## src/rtl/pipe_stage_buf.sv

```systemverilog
// -----------------------------------------------------------------------------
// pipe_stage_buf
//
// Parametrised pipeline-stage register that replaces the fixed per-stage
// latches (IF/ID, ID/EX, EX/MEM, MEM/WB). It holds up to DEPTH entries, each
// made of an opaque DATA_W payload and a halt flag, and moves them with a
// valid/ready handshake. It also has a global stage enable (stall), a
// synchronous flush and a sticky halt indicator.
//
//   DEPTH = 1   : classic stage latch. in_ready depends on out_ready whenever
//                 the latch is occupied.
//   DEPTH >= 2  : skid buffer. A downstream stall is absorbed by the spare
//                 entries, so upstream does not see a combinational stall
//                 chain in the common case.
//
// Parameters
//   DATA_W      payload width in bits
//   DEPTH       number of entries, 1..4
//   BUBBLE_VAL  value shown on out_data while out_valid = 0
//
// Ports
//   CLK         clock, all state updates on the rising edge
//   nRST        synchronous active-low reset, wins over flush and enable
//   enable      stage enable; 0 freezes storage, count, pointers and halt
//   flush       drop every stored entry and any push in the same cycle
//   in_valid    upstream offers an entry
//   in_ready    buffer accepts the offered entry this cycle
//   in_data     upstream payload
//   in_halt     upstream entry carries halt
//   out_valid   head entry is valid
//   out_ready   downstream consumes the head this cycle
//   out_data    head payload, BUBBLE_VAL when empty
//   out_halt    head halt flag, 0 when empty
//   halt        sticky: an entry with halt set has been consumed
//   count       number of occupied entries
// -----------------------------------------------------------------------------
module pipe_stage_buf #(
    parameter int                DATA_W     = 32,
    parameter int                DEPTH      = 2,
    parameter logic [DATA_W-1:0] BUBBLE_VAL = '0
) (
    input  logic                         CLK,
    input  logic                         nRST,
    input  logic                         enable,
    input  logic                         flush,
    input  logic                         in_valid,
    output logic                         in_ready,
    input  logic [DATA_W-1:0]            in_data,
    input  logic                         in_halt,
    output logic                         out_valid,
    input  logic                         out_ready,
    output logic [DATA_W-1:0]            out_data,
    output logic                         out_halt,
    output logic                         halt,
    output logic [$clog2(DEPTH+1)-1:0]   count
);

    localparam int CNT_W = $clog2(DEPTH + 1);
    localparam int PTR_W = (DEPTH > 1) ? $clog2(DEPTH) : 1;

    localparam logic [CNT_W-1:0] FULL_CNT = CNT_W'(DEPTH);
    localparam logic [PTR_W-1:0] LAST_PTR = PTR_W'(DEPTH - 1);

    // Entry storage. Not reset: contents are only ever observed through
    // rd_ptr while count is non-zero, and count is reset.
    logic [DATA_W-1:0] ent_data [DEPTH];
    logic              ent_halt [DEPTH];

    logic [PTR_W-1:0]  rd_ptr;
    logic [PTR_W-1:0]  wr_ptr;
    logic [PTR_W-1:0]  rd_ptr_nxt;
    logic [PTR_W-1:0]  wr_ptr_nxt;
    logic [CNT_W-1:0]  cnt_q;
    logic [CNT_W-1:0]  cnt_nxt;
    logic              halt_q;
    logic              halt_nxt;

    logic              full;
    logic              empty;
    logic              push;
    logic              pop;
    logic              head_halt;

    // Pointers wrap explicitly so that non-power-of-two depths work.
    function automatic logic [PTR_W-1:0] ptr_inc(input logic [PTR_W-1:0] p);
        if (p == LAST_PTR) begin
            return '0;
        end
        return p + 1'b1;
    endfunction

    // -------------------------------------------------------------------------
    // Handshake
    // -------------------------------------------------------------------------
    assign full  = (cnt_q == FULL_CNT);
    assign empty = (cnt_q == '0);

    // out_ready reaches in_ready only when full: a pop frees the slot that the
    // same-edge push is written into.
    assign in_ready = enable & ~flush & (~full | out_ready);

    assign push = in_valid & in_ready;
    assign pop  = ~empty & out_ready & enable;

    // -------------------------------------------------------------------------
    // Head presentation (no bypass: a pushed entry shows up after the edge)
    // -------------------------------------------------------------------------
    assign out_valid = ~empty;
    assign head_halt = ent_halt[rd_ptr];

    always_comb begin
        out_data = BUBBLE_VAL;
        out_halt = 1'b0;
        if (!empty) begin
            out_data = ent_data[rd_ptr];
            out_halt = head_halt;
        end
    end

    // -------------------------------------------------------------------------
    // Next-state
    // -------------------------------------------------------------------------
    always_comb begin
        cnt_nxt    = cnt_q;
        rd_ptr_nxt = rd_ptr;
        wr_ptr_nxt = wr_ptr;

        if (flush) begin
            // Flush beats push and pop, independent of enable.
            cnt_nxt    = '0;
            rd_ptr_nxt = '0;
            wr_ptr_nxt = '0;
        end else begin
            if (push) begin
                wr_ptr_nxt = ptr_inc(wr_ptr);
            end
            if (pop) begin
                rd_ptr_nxt = ptr_inc(rd_ptr);
            end
            unique case ({push, pop})
                2'b10:   cnt_nxt = cnt_q + 1'b1;
                2'b01:   cnt_nxt = cnt_q - 1'b1;
                default: cnt_nxt = cnt_q;
            endcase
        end
    end

    // A head discarded by a flush in the same cycle does not count as consumed.
    assign halt_nxt = halt_q | (pop & head_halt & ~flush);

    // -------------------------------------------------------------------------
    // State registers
    // -------------------------------------------------------------------------
    always_ff @(posedge CLK) begin
        if (!nRST) begin
            cnt_q  <= '0;
            rd_ptr <= '0;
            wr_ptr <= '0;
            halt_q <= 1'b0;
        end else begin
            cnt_q  <= cnt_nxt;
            rd_ptr <= rd_ptr_nxt;
            wr_ptr <= wr_ptr_nxt;
            halt_q <= halt_nxt;
        end
    end

    always_ff @(posedge CLK) begin
        if (nRST && push) begin
            ent_data[wr_ptr] <= in_data;
            ent_halt[wr_ptr] <= in_halt;
        end
    end

    assign halt  = halt_q;
    assign count = cnt_q;

endmodule

```

## config.mk

```make
export PLATFORM = sky130hd
export DESIGN_NAME = pipe_stage_buf
export DESIGN_NICKNAME = d
export VERILOG_FILES = /design/src/rtl/pipe_stage_buf.sv
export SDC_FILE = /design/constraint.sdc
export NUM_CORES = 1
export LEC_CHECK = 0
export CAP_MARGIN = 20
export CORE_MARGIN = 8
export CORE_UTILIZATION = 38
export CTS_BUF_LIST = sky130_fd_sc_hd__clkbuf_2 sky130_fd_sc_hd__clkbuf_4 sky130_fd_sc_hd__clkbuf_8
export DETAILED_ROUTE_END_ITERATION = 8
export GPL_TIMING_DRIVEN = 0
export PLACE_DENSITY = 0.69
export SLEW_MARGIN = 15
export SYNTH_ARGS = -nofsm -noshare
export SYNTH_HDL_FRONTEND = slang
export SYNTH_SLANG_ARGS = --single-unit
export TNS_END_PERCENT = 10
```

## constraint.sdc

```tcl
create_clock -name CLK -period 17.23 [get_ports CLK]
set_input_delay 5.169 -clock CLK [delete_from_list [all_inputs] [get_ports CLK]]
set_output_delay 5.169 -clock CLK [all_outputs]
set_load 0.02 [all_outputs]
```

; After elaboration in Yosys (flattened, before gate mapping)
; Memories as Yosys holds them, arrays and structs flattened. A register that Yosys moved wholly into a read port is not among the register bits.
; Cells that the tools add are included.
[word_totals]
n_memories = 2
wordCells = 49
ram_bits = 66
ff_bits = 5
[op_classes]
n_eq_ne = 3
mux = 19
bitwise_logic = 13
reduce_logical = 4
addsub = 4
[memory_table]
columns = memory, words, width, rd, rd_ports_with_merged_regs, wr, line_no
row1 = ent_data, 2, 32, 1, 1, 1, 66  ; logic [DATA_W-1:0] ent_data [DEPTH];
row2 = ent_halt, 2, 1, 1, 1, 1, 67  ; logic ent_halt [DEPTH];
[op_table]
columns = operator, n
row1 = $mux 32, 1
row2 = $mux 1, 17
row3 = $and 1x1->1, 7
row4 = $eq 2x2->1 const B, 2
row5 = $not 1->1, 4
row6 = $pmux 2 s2, 1
row7 = $add 1x1->1 const B, 2
row8 = $add 2x1->2 const B, 1
row9 = $eq 2x1->1 const B, 1
row10 = $logic_not 2->1, 1
row11 = $or 1x1->1, 2
row12 = $reduce_bool 2->1, 1
row13 = $reduce_or 2->1, 1
row14 = $sub 2x1->2 const B, 1
row15 = $logic_and 1x1->1, 1

; Longest topological paths before layout
; Gate-level depths: netlist of the first run.
[depth]
ltp_word = 9
mapped_depth = 8
mapped_depth_nobuf = 7

; Worst setup path after synthesis of the first run
; OpenSTA, ideal clock, no wires.
[synth_path]
kind = input-to-output
startpoint = input port out_ready
endpoint = output port in_ready
path_stages = 2
arrival_ns = 5.584
path_buffers = 0
required_ns = 12.061
setup_slack_ns = 6.477
path_cell_list = nor3b_2 > nor3b_2
[synth_between]
elab_chain_len = 2
[synth_rtl]
columns = element, line_no
row1 = "start, declared", 51  ; input logic out_ready,
row2 = $or 1x1->1, 100  ; assign in_ready = enable & ~flush & (~full | out_ready);
row3 = $and 1x1->1, 100
row4 = "end, declared", 47  ; output logic in_ready,
; Every way passes these cells.

; Final worst setup path of the first run
; Ends and elaborated chain as after synthesis.

==> flow_summary_export.csv, run 1 <==
group,metric,value,unit
power,seqPwrFrac,52.5,%
synth,synth_top_family_by_area,"multiplexers",
clock_network,clock-root-buffer,"clkbuf_8",
clock_network,cts_buffers,9,
synth,synth.avg_cell_area,16.3,um^2
setup_path,crit_fanout,4,
setup_path,worst-setup-path-type,"input pin to output port",
grt,gr-total-overflow,0,
finish,layout.nets,304,
route,ant_nets,0,
sta,tightest_slew,592,ps
placement,finalWeightedCongestion,0.684,
floorplan,num_rows,31,
route,drc_errors,0,
synth,synth_seq_cells,72,
finish,drive_gt1_share,12.3,%
synth,ys_top_cells_by_area,"edfxtp_1 71%, mux2i_1 12%, nor2_1 5.0%, dfxtp_1 4.3%, buf_4 1.1%",
route,drtIter0Drc,39,
power,power.net_switching,0.0673,mW
floorplan,die_w,102,um
clock_network,clock_sinks,72,
power,peakVddDrop,61.8,uV
sta,drv_slew,0,
sta,period_share,68.3,%
min_path,min_path_type,"flop to flop",
grt,grt_pass1_wl,8.48,mm
power,p_leak,1.28,nW
floorplan,die_h,102,um
clock_network,cts_tree,"yes",
synth,synthMuxAreaShare,11.9,%
sta,rsz0062_at_grt,"false",
grt,antenna_found_initial,0,
synth,syn_nets,211,
grt,track_usage,11.0,%
finish,instances_no_fill,368,
power,p_comb_share,5.4,%
synth,synth_cells,171,
flow_run,maxCapViolCount,0,
clock_network,post_cts_resized,0,
clock_network,worstSkewPairLatency,330,ps
placement,dp_cells,352,
clock_network,post_cts_buffers,0,
synth,synth_compound_area_share,1.40,%
clock_network,clk_pin_slew,70,ps
sta,fin_worst_skew,6.01,ps
finish,syn2layout_area_growth,42.6,%
grt,grt_pass1_vias,1805,
synth,ys.warnings.count,0,
setup_path,worst_setup_path_end_kind,"output port",
floorplan,start_util,38.7,%
floorplan,io_pins,77,
placement,dpl_cell_area,3730,um^2
synth,synth-xor-area-share,0.946,%
min_path,hold_end,"halt",
synth,synth_top_flop_cell,"edfxtp_1",
synth,synth_edf_count,66,
setup_path,cp_data_arrival_time,6610,ps
route,num_vias,1645,
clock_network,clockBufferDepth,2,
setup_path,r2r_start,"count[1]",
floorplan,core,7180,um^2
route,wl,5.43,mm
power,intPower,0.298,mW
sta,fmax,84.9,MHz
setup_path,r2r_end,"ent_data[0][18]",
synth,synth_common_cells,"66 x edfxtp_1, 37 x nor2_1, 33 x mux2i_1",
synth,synth.top_cell.area_share,71.3,%
finish,final_area,3960,um^2
sta,finalHoldViolCount,0,
status,status,"completed",
synth,yosys.area_share.adder,0.450,%
placement,dp_hpwl,3.93,mm
setup_path,start_kind,"input pin",
route,wl_per_cell,14.7,um
clock_network,cts_hold_buf,0,
power,p_per_area,92.3,nW/um^2
min_path,worstHoldStart,"halt",
power,swShare,18.4,%
sta,min_period,11770,ps
synth,yosysSeqAreaShare,75.6,%
synth,synth_cell_types,22,
grt,grt_max_degree,18,
setup_path,ff2ff_setup_slack,15160,ps
synth,yosys.area_share.simple,7.74,%
power,clkPwrFrac,42.1,%
sta,max_slew_margin,60.2,%
placement,numPortBuffers,76,
setup_path,crit_required,12060,ps
synth,postSynth.asyncResetShare,0,%
synth,yosysTopAreaCell,"edfxtp_1",
floorplan,dieArea,10300,um^2
power,total_power,0.366,mW
sta,setup_violations,0,
route,drtPass1Iterations,4,
finish,num_antenna_cells,0,
clock_network,htree_levels,3,
setup_path,reg2reg_depth,5,
sta,setup_tns,0,ps
synth,netlist_area,2780,um^2
synth,synth.most_common_cell,"edfxtp_1",
route,vias_per_cell,4.47,
min_path,min_path_cells,1,
[layer usage]
metal  part of all wire [%]  wire length [um]  up-vias  global-route usage [%]
li1                       -                 -      814                       -
met1                     42              2300      780                    11.6
met5                      0                 0        -                       0
met3                    5.9               321        4                    4.47
met4                   0.76                41        0                    5.15
met2                     51              2770       47                    18.5
[area by class of cell]
cell class	instances	area [um^2]
buffer	8	50.0
clock buffer	9	124
clock inverter	7	110
fill	607	3210
inverter	1	3.75
multi-input combinational	90	631
sequential	72	2100
tap	99	124
timing repair buffer	82	818
[how the worst max path moves through the flow]
stage | startpoint | endpoint | slack (ps) | depth (start not counted)
final | out_ready | in_ready | 5460 | 4
after floorplan | out_ready | in_ready | 6480 | 2
after global routing | out_ready | in_ready | 5370 | 4
after detailed placement | out_ready | in_ready | 5470 | 4
after CTS | out_ready | in_ready | 5450 | 4
after global placement | out_ready | in_ready | 5470 | 4
[flip-flops by register name, indices dropped and copies added (netlist names), named ones only]
| register | count |
|---|---|
| count | 2 |
| ent_halt | 2 |
| ent_data | 64 |
| halt | 1 |
| rd_ptr | 1 |
| wr_ptr | 1 |
[cells in the final DEF, fill, tap and decap left out, types with 2 or more instances in the layout]
cell | Yosys | routed
buf_2 | 4 | 7
clkbuf_8 | 0 | 9
dfxtp_1 | 6 | 6
or3_1 | 2 | 2
xnor2_1 | 2 | 2
edfxtp_1 | 66 | 66
a21oi_1 | 2 | 2
nor2_1 | 37 | 37
clkinv_1 | 0 | 2
clkdlybuf4s50_1 | 0 | 76
bufinv_16 | 0 | 3
o21ai_0 | 2 | 2
buf_4 | 4 | 6
mux2i_1 | 33 | 33
nor3b_2 | 2 | 2
[stage by stage]
stage               hold WS [ps]  utilization (%)  setup WS [ps]
global route                 509             55.2           5370
finish                       499             55.2           5460
floorplan                    467                -           6480
global placement             479             51.1           5470
CTS                          499             55.2           5450
detailed placement           472             52.0           5470
[kinds of logic (layout without fill, tap and decap cells)]
logic type	count (synthesis)	count (layout)
AO/OA/AOI/OAI	6	6
XOR/XNOR	3	3
adder cells (fa/ha/maj)	1	1
buffers and inverters	9	107
flip-flops	72	72
multiplexers	33	33
AND/OR/NAND/NOR	47	47
[power groups by stage]
stage          Sequential [mW]  Combinational (mW)  Clock [mW]
2_1_floorplan            0.196             0.00556           0
3_3_place_gp             0.196              0.0191           0
3_5_place_dp             0.196              0.0199           0
4_1_cts                  0.192              0.0200       0.158
5_1_grt                  0.192              0.0210       0.166
6_report                 0.192              0.0197       0.154
[worst max-delay path: stages]
cell	delay, ps
clkdlybuf4s50_1	500
nor3b_2	80
nor3b_2	210
clkdlybuf4s50_1	650
No activity file was read; power rests on OpenSTA's default activity.
==> run 2: changes to the inputs <==
--- a/config.mk
+++ b/config.mk
@@ -11,7 +11,7 @@
 export CTS_BUF_LIST = sky130_fd_sc_hd__clkbuf_2 sky130_fd_sc_hd__clkbuf_4 sky130_fd_sc_hd__clkbuf_8
 export DETAILED_ROUTE_END_ITERATION = 8
 export GPL_TIMING_DRIVEN = 0
-export PLACE_DENSITY = 0.69
+export PLACE_DENSITY = 0.71
 export SLEW_MARGIN = 15
 export SYNTH_ARGS = -nofsm -noshare
 export SYNTH_HDL_FRONTEND = slang
==> constraint.sdc (replaced) <==
create_clock -name CLK -period 10.1 [get_ports CLK]
set_input_delay 3.03 -clock CLK [delete_from_list [all_inputs] [get_ports CLK]]
set_output_delay 3.03 -clock CLK [all_outputs]
set_load 0.02 [all_outputs]
==> flow_summary_export.csv, run 2 (synthesis results as in run 1) <==
group,metric,value,unit
status,status,"completed",
grt,grt_max_degree,18,
setup_path,r2r_start,"count[1]",
power,p_leak,1.29,nW
min_path,worstHoldStart,"halt",
setup_path,cp_data_arrival_time,4490,ps
clock_network,clockBufferDepth,2,
grt,track_usage,11.3,%
floorplan,die_h,102,um
clock_network,post_cts_resized,0,
route,top_layer,"met4",
setup_path,worst-setup-path-type,"input pin to output port",
clock_network,worstSkewPairLatency,330,ps
sta,holdWs,501,ps
route,wl_per_cell,15.2,um
route,drtIter0Drc,38,
finish,top_register,"ent_data",
clock_network,post_cts_buffers,0,
power,p_per_area,158,nW/um^2
placement,dp_cells,352,
finish,instances_no_fill,368,
route,met3_length,341,um
sta,min_period,7520,ps
route,wl_met1,2.36,mm
clock_network,cts_hold_buf,0,
grt,gr-total-overflow,0,
setup_path,crit_fanout,4,
grt,antenna_found_initial,0,
route,drc_errors,0,
route,drtPass1Iterations,4,
floorplan,num_rows,31,
sta,setup_tns,0,ps
floorplan,start_util,38.7,%
power,power.net_switching,0.115,mW
setup_path,worst_setup_path_end_kind,"output port",
finish,syn2layout_area_growth,42.7,%
flow_run,maxCapViolCount,0,
setup_path,slowest_stage,"clkdlybuf4s50_1",
grt,grt_pass1_wl,8.65,mm
sta,rsz0062_at_grt,"false",
route,dr_wl_met2,2.83,mm
power,p_comb_share,5.4,%
power,clkPwrFrac,42.5,%
setup_path,start_kind,"input pin",
finish,layout.nets,304,
floorplan,core,7180,um^2
power,seqPwrFrac,52.1,%
route,num_vias,1650,
finish,drive_gt1_share,12.6,%
power,peakVddDrop,83.2,uV
setup_path,worstSetupStartpoint,"out_ready",
grt,grt_pass1_vias,1774,
placement,dp_hpwl,4.13,mm
floorplan,io_pins,77,
placement,dpl_cell_area,3730,um^2
floorplan,die_w,102,um
sta,fmax,133,MHz
sta,period_share,74.5,%
placement,numPortBuffers,76,
clock_network,clk_pin_slew,70,ps
finish,final_cell_mix,"76 x clkdlybuf4s50_1, 66 x edfxtp_1, 37 x nor2_1, 33 x mux2i_1, 9 x clkbuf_8",
sta,setup_violations,0,
clock_network,cts_buffers,9,
sta,drv_slew,0,
power,total_power,0.628,mW
setup_path,critical_path.top_delay_family,"buffers and inverters",
clock_network,htree_levels,3,
power,swShare,18.4,%
route,ant_nets,0,
setup_path,max_stage_delay,660,ps
setup_path,path_cells,"clkdlybuf4s50_1 > nor3b_2 > nor3b_2 > clkdlybuf4s50_1",
finish,final_common_cell,"clkdlybuf4s50_1",
floorplan,dieArea,10300,um^2
clock_network,clock-root-buffer,"clkbuf_8",
route,wl,5.60,mm
sta,finalHoldViolCount,0,
clock_network,cts_tree,"yes",
sta,tightest_slew,780,ps
setup_path,crit_required,7070,ps
placement,finalWeightedCongestion,0.739,
min_path,min_path_type,"flop to flop",
finish,largest_reg_flops,64,
finish,num_antenna_cells,0,
sta,max_slew_margin,47.6,%
route,vias_per_cell,4.48,
finish,final_area,3970,um^2
sta,fin_worst_skew,9.63,ps
setup_path,crit_buf_inv,2,
power,intPower,0.513,mW
clock_network,clock_sinks,72,
[run 2: cell count changes in the layout (fill, tap and decap cells not counted)]
cell	previous run	this run
clkinvlp_4	1	0
clkinv_4	0	1
buf_4	6	5
clkbuf_4	0	1
clkinv_1	2	1
buf_2	7	8
[run 2: path summary, 6_finish.rpt]
check,slack (ps),endpoint,depth (start not counted)
min,500,halt,1
max reg2reg,7970,ent_data[0][18],4
min reg2reg,500,halt,1
max,2580,in_ready,4
[run 2: final cells by class]
class	count	area, um^2
Buffer	8	50.0
Clock buffer	10	131
Clock inverter	6	108
Fill cell	586	3210
Inverter	1	3.75
Multi-Input combinational cell	90	631
Sequential cell	72	2100
Tap cell	99	124
Timing Repair Buffer	82	816
[run 2: per-layer routing]
| metal | track usage [%] | vias up |
|---|---|---|
| met3 | 3.99 | 7 |
| li1 | - | 818 |
| met2 | 19.2 | 51 |
| met5 | 0 | - |
| met4 | 5.84 | 0 |
| met1 | 12.2 | 774 |
[run 2: metrics by stage]
step / utilization [%] / setup WS [ps]
final: 55.3 / 2580
after global routing: 55.3 / 2530
after CTS: 55.3 / 2570
after detailed placement: 51.9 / 2560
after global placement: 51.1 / 802
after floorplan: - / 3180
[run 2: power groups by stage]
| stage | Sequential [mW] | Combinational (mW) | Clock, mW |
|---|---|---|---|
| floorplan | 0.334 | 0.00948 | 0 |
| global placement | 0.334 | 0.0325 | 0 |
| detailed placement | 0.334 | 0.0341 | 0 |
| CTS | 0.327 | 0.0343 | 0.273 |
| global route | 0.327 | 0.0361 | 0.285 |
| finish | 0.327 | 0.0336 | 0.267 |
==> run 3: changes to the inputs <==
==> constraint.sdc (replaced) <==
create_clock -name CLK -period 6.6 [get_ports CLK]
set_input_delay 1.98 -clock CLK [delete_from_list [all_inputs] [get_ports CLK]]
set_output_delay 1.98 -clock CLK [all_outputs]
set_load 0.02 [all_outputs]
==> results of run 3 <==
Same layout as run 2 (identical final DEF). Status: completed.
Among the figures that moved: setup slack after placement 2560 ps -> 1160 ps; setup slack after layout 2580 ps -> 1180 ps; register-to-register setup slack 7970 ps -> 4470 ps; total power 0.628 mW -> 0.961 mW; worst IR drop on VDD 83.2 uV -> 127 uV
==> patch 1 (config.mk and constraints of run 3) <==
`DEPTH`: 2 -> 4. Comments in the files are not updated.
--- a/src/rtl/pipe_stage_buf.sv
+++ b/src/rtl/pipe_stage_buf.sv
@@ -38,3 +38,3 @@
     parameter int                DATA_W     = 32,
-    parameter int                DEPTH      = 2,
+    parameter int                DEPTH      = 4,
     parameter logic [DATA_W-1:0] BUBBLE_VAL = '0
Ports: changed (resized count); port bits go from 77 to 78. No check against the original RTL was run, so the function may have changed too.
==> patch 1 against run 3 <==
  * Sequential cell count rose by 70
  * Final area is 80% higher
  * Synthesized cell count rose by 56%
  * Total power rose by 92%
  * Critical endpoint unchanged
  * Wire length is 87% higher
  * Worst setup slack got worse by 0.034 ns
  * Area after synthesis is 100% higher
  * Sequential share of layout area increased by 5.3 points
  * Via count is 67% higher
==> patch 1: results (changes against run 3) <==
- The worst stage delay on the critical path is 0.56 ns (was 0.66 ns).
- The multiplexer fraction of the synthesized cell area came to 13.74% (was 11.89%).
- The worst clock skew was 0.007486 ns (was 0.009630 ns).
- The post-synthesis net count is 313 (was 211).
- The detailed-route via count is 2760 (was 1650).
- The cell count of the worst hold path was 2 (was 1).
- The fraction of the mapped netlist area in compound gates was 0.9908% (was 1.396%).
- The half-perimeter wire length after detailed placement is 6867 um (was 4132 um).
- The total CTS buffers is 17 (was 9).
- The fraction of power consumed by combinational cells is 3.5% (was 5.4%).
- The worst-skew pair later-pin latency was 0.43 ns (was 0.33 ns).
- The endpoint arrival time on the critical path is 3.48 ns (was 3.44 ns).
- The worst reg-to-reg path cell count is 9 (was 4).
- The peak ir drop on the vdd network is 0.0001159 V (was 0.0001272 V).
- The number of unique standard cell types used by synthesis is 27 (was 22).
- The hold path startpoint is wr_ptr[1] (was halt).
- The hold slack is 0.5004 ns (was 0.5014 ns).
- Result of the run: finished, final reports clean (unchanged).
- The number of global-route vias before repair was 3081 (was 1774).
- The starting DRC count in detailed routing came to 144 (was 38).
- The global-route usage over all layers is 12.06% (was 11.33%).
- The capture endpoint of the worst hold path is wr_ptr[1] (was halt).
- The power in sequential cells is 988 uW (was 501 uW).
- The end of the worst register-to-register path is count[2] (was ent_data[0][18]).
- The number of enable-type register cells in the synthesized netlist is 132 (was 66).
- The static power due to leakage was 0.002289 uW (was 0.001292 uW).
- The part of the Yosys area used for sequential elements is 74.94% (was 75.64%).
- The worst-case headroom to the max-slew limit is 64.21% (was 47.56%).
- The quantity of I/O buffers inserted on ports came to 77 (was 76).
- The net load switching power is 335.5 uW (was 176.5 uW).
- The share of cells above drive strength 1 is 20.79% (was 12.64%).
- The arithmetic-cell share of the synthesized area counting full adders, half adders and majority gates is 1.711% (was 0.4502%).
- Most instantiated cells after synthesis: 132 x sky130_fd_sc_hd__edfxtp_1, 33 x sky130_fd_sc_hd__and2_1, 33 x sky130_fd_sc_hd__mux4_2 (was 66 x sky130_fd_sc_hd__edfxtp_1, 37 x sky130_fd_sc_hd__nor2_1, 33 x sky130_fd_sc_hd__mux2i_1).
- The number of flip-flops under the largest register name is 128 (was 64).
## patch 1: metal layers
metal | vias up | GRT usage [%] | wire, um
li1 | 1264 | - | -
met1 | 1406 | 13.18 | 4126
met2 | 78 | 20.55 | 5491
met3 | 12 | 4.919 | 688
met4 | 0 | 4.707 | 138
met5 | - | 0 | 0
## patch 1: through the flow
stage                     util [%]  setup WS, ns  std cells  total power (uW)  instance area, um^2
after floorplan                  -         2.057        267              1028                 5557
after global placement       45.46         1.138        528              1071                 6558
after detailed placement     46.26         1.156        532              1074                 6673
after CTS                    49.50         1.143        564              1878                 7139
after global routing         49.50         1.088        564              1918                 7139
final                        49.50         1.142        564              1850                 7139
## patch 1: cell type report
cell class / count / area [um^2]
Buffer: 11 / 101.3
Clock buffer: 19 / 249.0
Clock inverter: 13 / 217.7
Fill cell: 1222 / 7284
Inverter: 7 / 26.28
Multi-Input combinational cell: 107 / 1270
Sequential cell: 142 / 4164
Tap cell: 184 / 230.2
Timing Repair Buffer: 81 / 880.8
==> patch 2 (config.mk and constraints of run 3) <==
Made on the original files. Register the output `count` once more, with the module's reset; this adds one clock of latency there. The other outputs are not delayed to match. Comments in the files are not updated.
--- a/src/rtl/pipe_stage_buf.sv
+++ b/src/rtl/pipe_stage_buf.sv
@@ -175,3 +175,9 @@
     assign halt  = halt_q;
-    assign count = cnt_q;
+    always_ff @(posedge CLK) begin
+        if (!nRST) begin
+            count <= '0;
+        end else begin
+            count <= cnt_q;
+        end
+    end
 
Behaviour: not the same (a bounded check fails within 4 cycles, from zero or initial values and one cycle with nRST low).
==> patch 2 against run 3 <==
  * Final area increased by 0.25%
  * Total power decreased by 6.1%
  * Sequential cell count increased by 2
  * First-iteration DRC count increased by 21%
  * Wire length increased by 0.66%
  * Largest power group unchanged
  * Area after synthesis increased by 2.0%
  * Worst setup slack improved by 0.026 ns
  * Clock skew increased by 0.0026 ns
  * Largest cell class unchanged
==> patch 2: results (changes against run 3) <==
- The number of unique standard cell types used by synthesis came to 24 (was 22).
- The part of the Yosys area used for sequential elements came to 75.55% (was 75.64%).
- The multiplexer fraction of the synthesized cell area is 11.65% (was 11.89%).
- The half-perimeter wire length after detailed placement is 4029 um (was 4132 um).
- The instance count after placement with tap cells included was 356 (was 352).
- The peak ir drop on the vdd network came to 0.0001345 V (was 0.0001272 V).
- The synthesized-area fraction occupied by xor and xnor cells is 0.9267% (was 0.9455%).
- Most instantiated cells after synthesis: 66 x sky130_fd_sc_hd__edfxtp_1, 37 x sky130_fd_sc_hd__nor2_1, 33 x sky130_fd_sc_hd__mux2i_1 (unchanged).
- The worst stage delay on the critical path is 0.64 ns (was 0.66 ns).
- The total wirelength of the detailed-routed design is 5633 um (was 5596 um).
- Most area-consuming cells after synthesis: sky130_fd_sc_hd__edfxtp_1 70%, sky130_fd_sc_hd__mux2i_1 12%, sky130_fd_sc_hd__dfxtp_1 5.6%, sky130_fd_sc_hd__nor2_1 4.9%, sky130_fd_sc_hd__nor3b_2 0.88% (was sky130_fd_sc_hd__edfxtp_1 71%, sky130_fd_sc_hd__mux2i_1 12%, sky130_fd_sc_hd__nor2_1 5.0%, sky130_fd_sc_hd__dfxtp_1 4.3%, sky130_fd_sc_hd__buf_4 1.1%).
- The placement-stage cell area is 3782 um^2 (was 3726 um^2).
- The static power due to leakage is 0.001289 uW (was 0.001292 uW).
- The maximum number of pins on one net before global-route repair was 20 (was 18).
- The detailed-route via count was 1699 (was 1650).
- The starting DRC count in detailed routing is 46 (was 38).
- The share of cells above drive strength 1 is 12.82% (was 12.64%).
- Result of the run: finished, final reports clean (unchanged).
- The global-route usage over all layers is 11.37% (was 11.33%).
- The final net count was 308 (was 304).
- The wire length of the first global-routing pass came to 8742 um (was 8645 um).
- The arithmetic-cell share of the synthesized area counting full adders, half adders and majority gates came to 0.4413% (was 0.4502%).
- The post-place setup slack is 1.201 ns (was 1.164 ns).
- The routability congestion estimate was 0.7357 (was 0.7388).
- The post-route non-filler standard cell count is 372 (was 368).
- The remaining global-route overflow is 0 (unchanged).
- The post-synthesis net count is 215 (was 211).
- The worst-skew pair later-pin latency is about 0.34 ns.
- The number of filler cells placed in the layout is 599 (was 586).
- The worst-case headroom to the max-slew limit is 69.43% (was 47.56%).
-- patch 2: final timing paths --
| path | from | endpoint | cells past startpoint | slack, ns |
|---|---|---|---|---|
| max | out_ready | in_ready | 4 | 1.20 |
| max reg2reg | cnt_q[1] | ent_data[0][20] | 5 | 4.63 |
| min | halt | halt | 1 | 0.50 |
| min reg2reg | halt | halt | 1 | 0.50 |
-- patch 2: logic make-up (layout without fill, tap and decap cells) --
family | Yosys count | in the layout
flip-flops | 74 | 74
XOR/XNOR | 3 | 3
AND/OR/NAND/NOR | 49 | 49
adder cells (fa/ha/maj) | 1 | 1
AO/OA/AOI/OAI | 6 | 6
multiplexers | 33 | 33
buffers and inverters | 9 | 107
-- patch 2: final cells by class --
cell class                 count  area (um^2)  area share, %
inverter                       1        3.754        0.09443
sequential                    74         2142          53.89
multi-input combinational     92        643.1          16.18
clock buffer                   9        123.9          3.116
tap                           99        123.9          3.116
timing repair buffer          82        815.8          20.52
clock inverter                 7        68.82          1.731
buffer                         8        53.80          1.353
-- patch 2: through the flow --
stage / setup TNS (ns) / hold slack [ns]
finish: 0 / 0.4966
global route: 0 / 0.5124
floorplan: 0 / 0.4671
detailed placement: 0 / 0.4820
global placement: -56.01 / 0.4771
CTS: 0 / 0.4984
-- patch 2: power groups by stage --
stage | Clock [uW] | Sequential (uW) | Combinational, uW
2_1_floorplan | 0 | 524 | 14.7
3_3_place_gp | 0 | 524 | 49.8
3_5_place_dp | 0 | 524 | 51.8
4_1_cts | 352 | 513 | 52.2
5_1_grt | 377 | 513 | 55.6
6_report | 338 | 513 | 51.4
-- patch 2: metal layers --
metal	global-route usage, %	share of wire [%]
met2	17.24	47
met5	0	0
met1	13.45	43
met4	6.208	1.3
met3	4.632	9.4
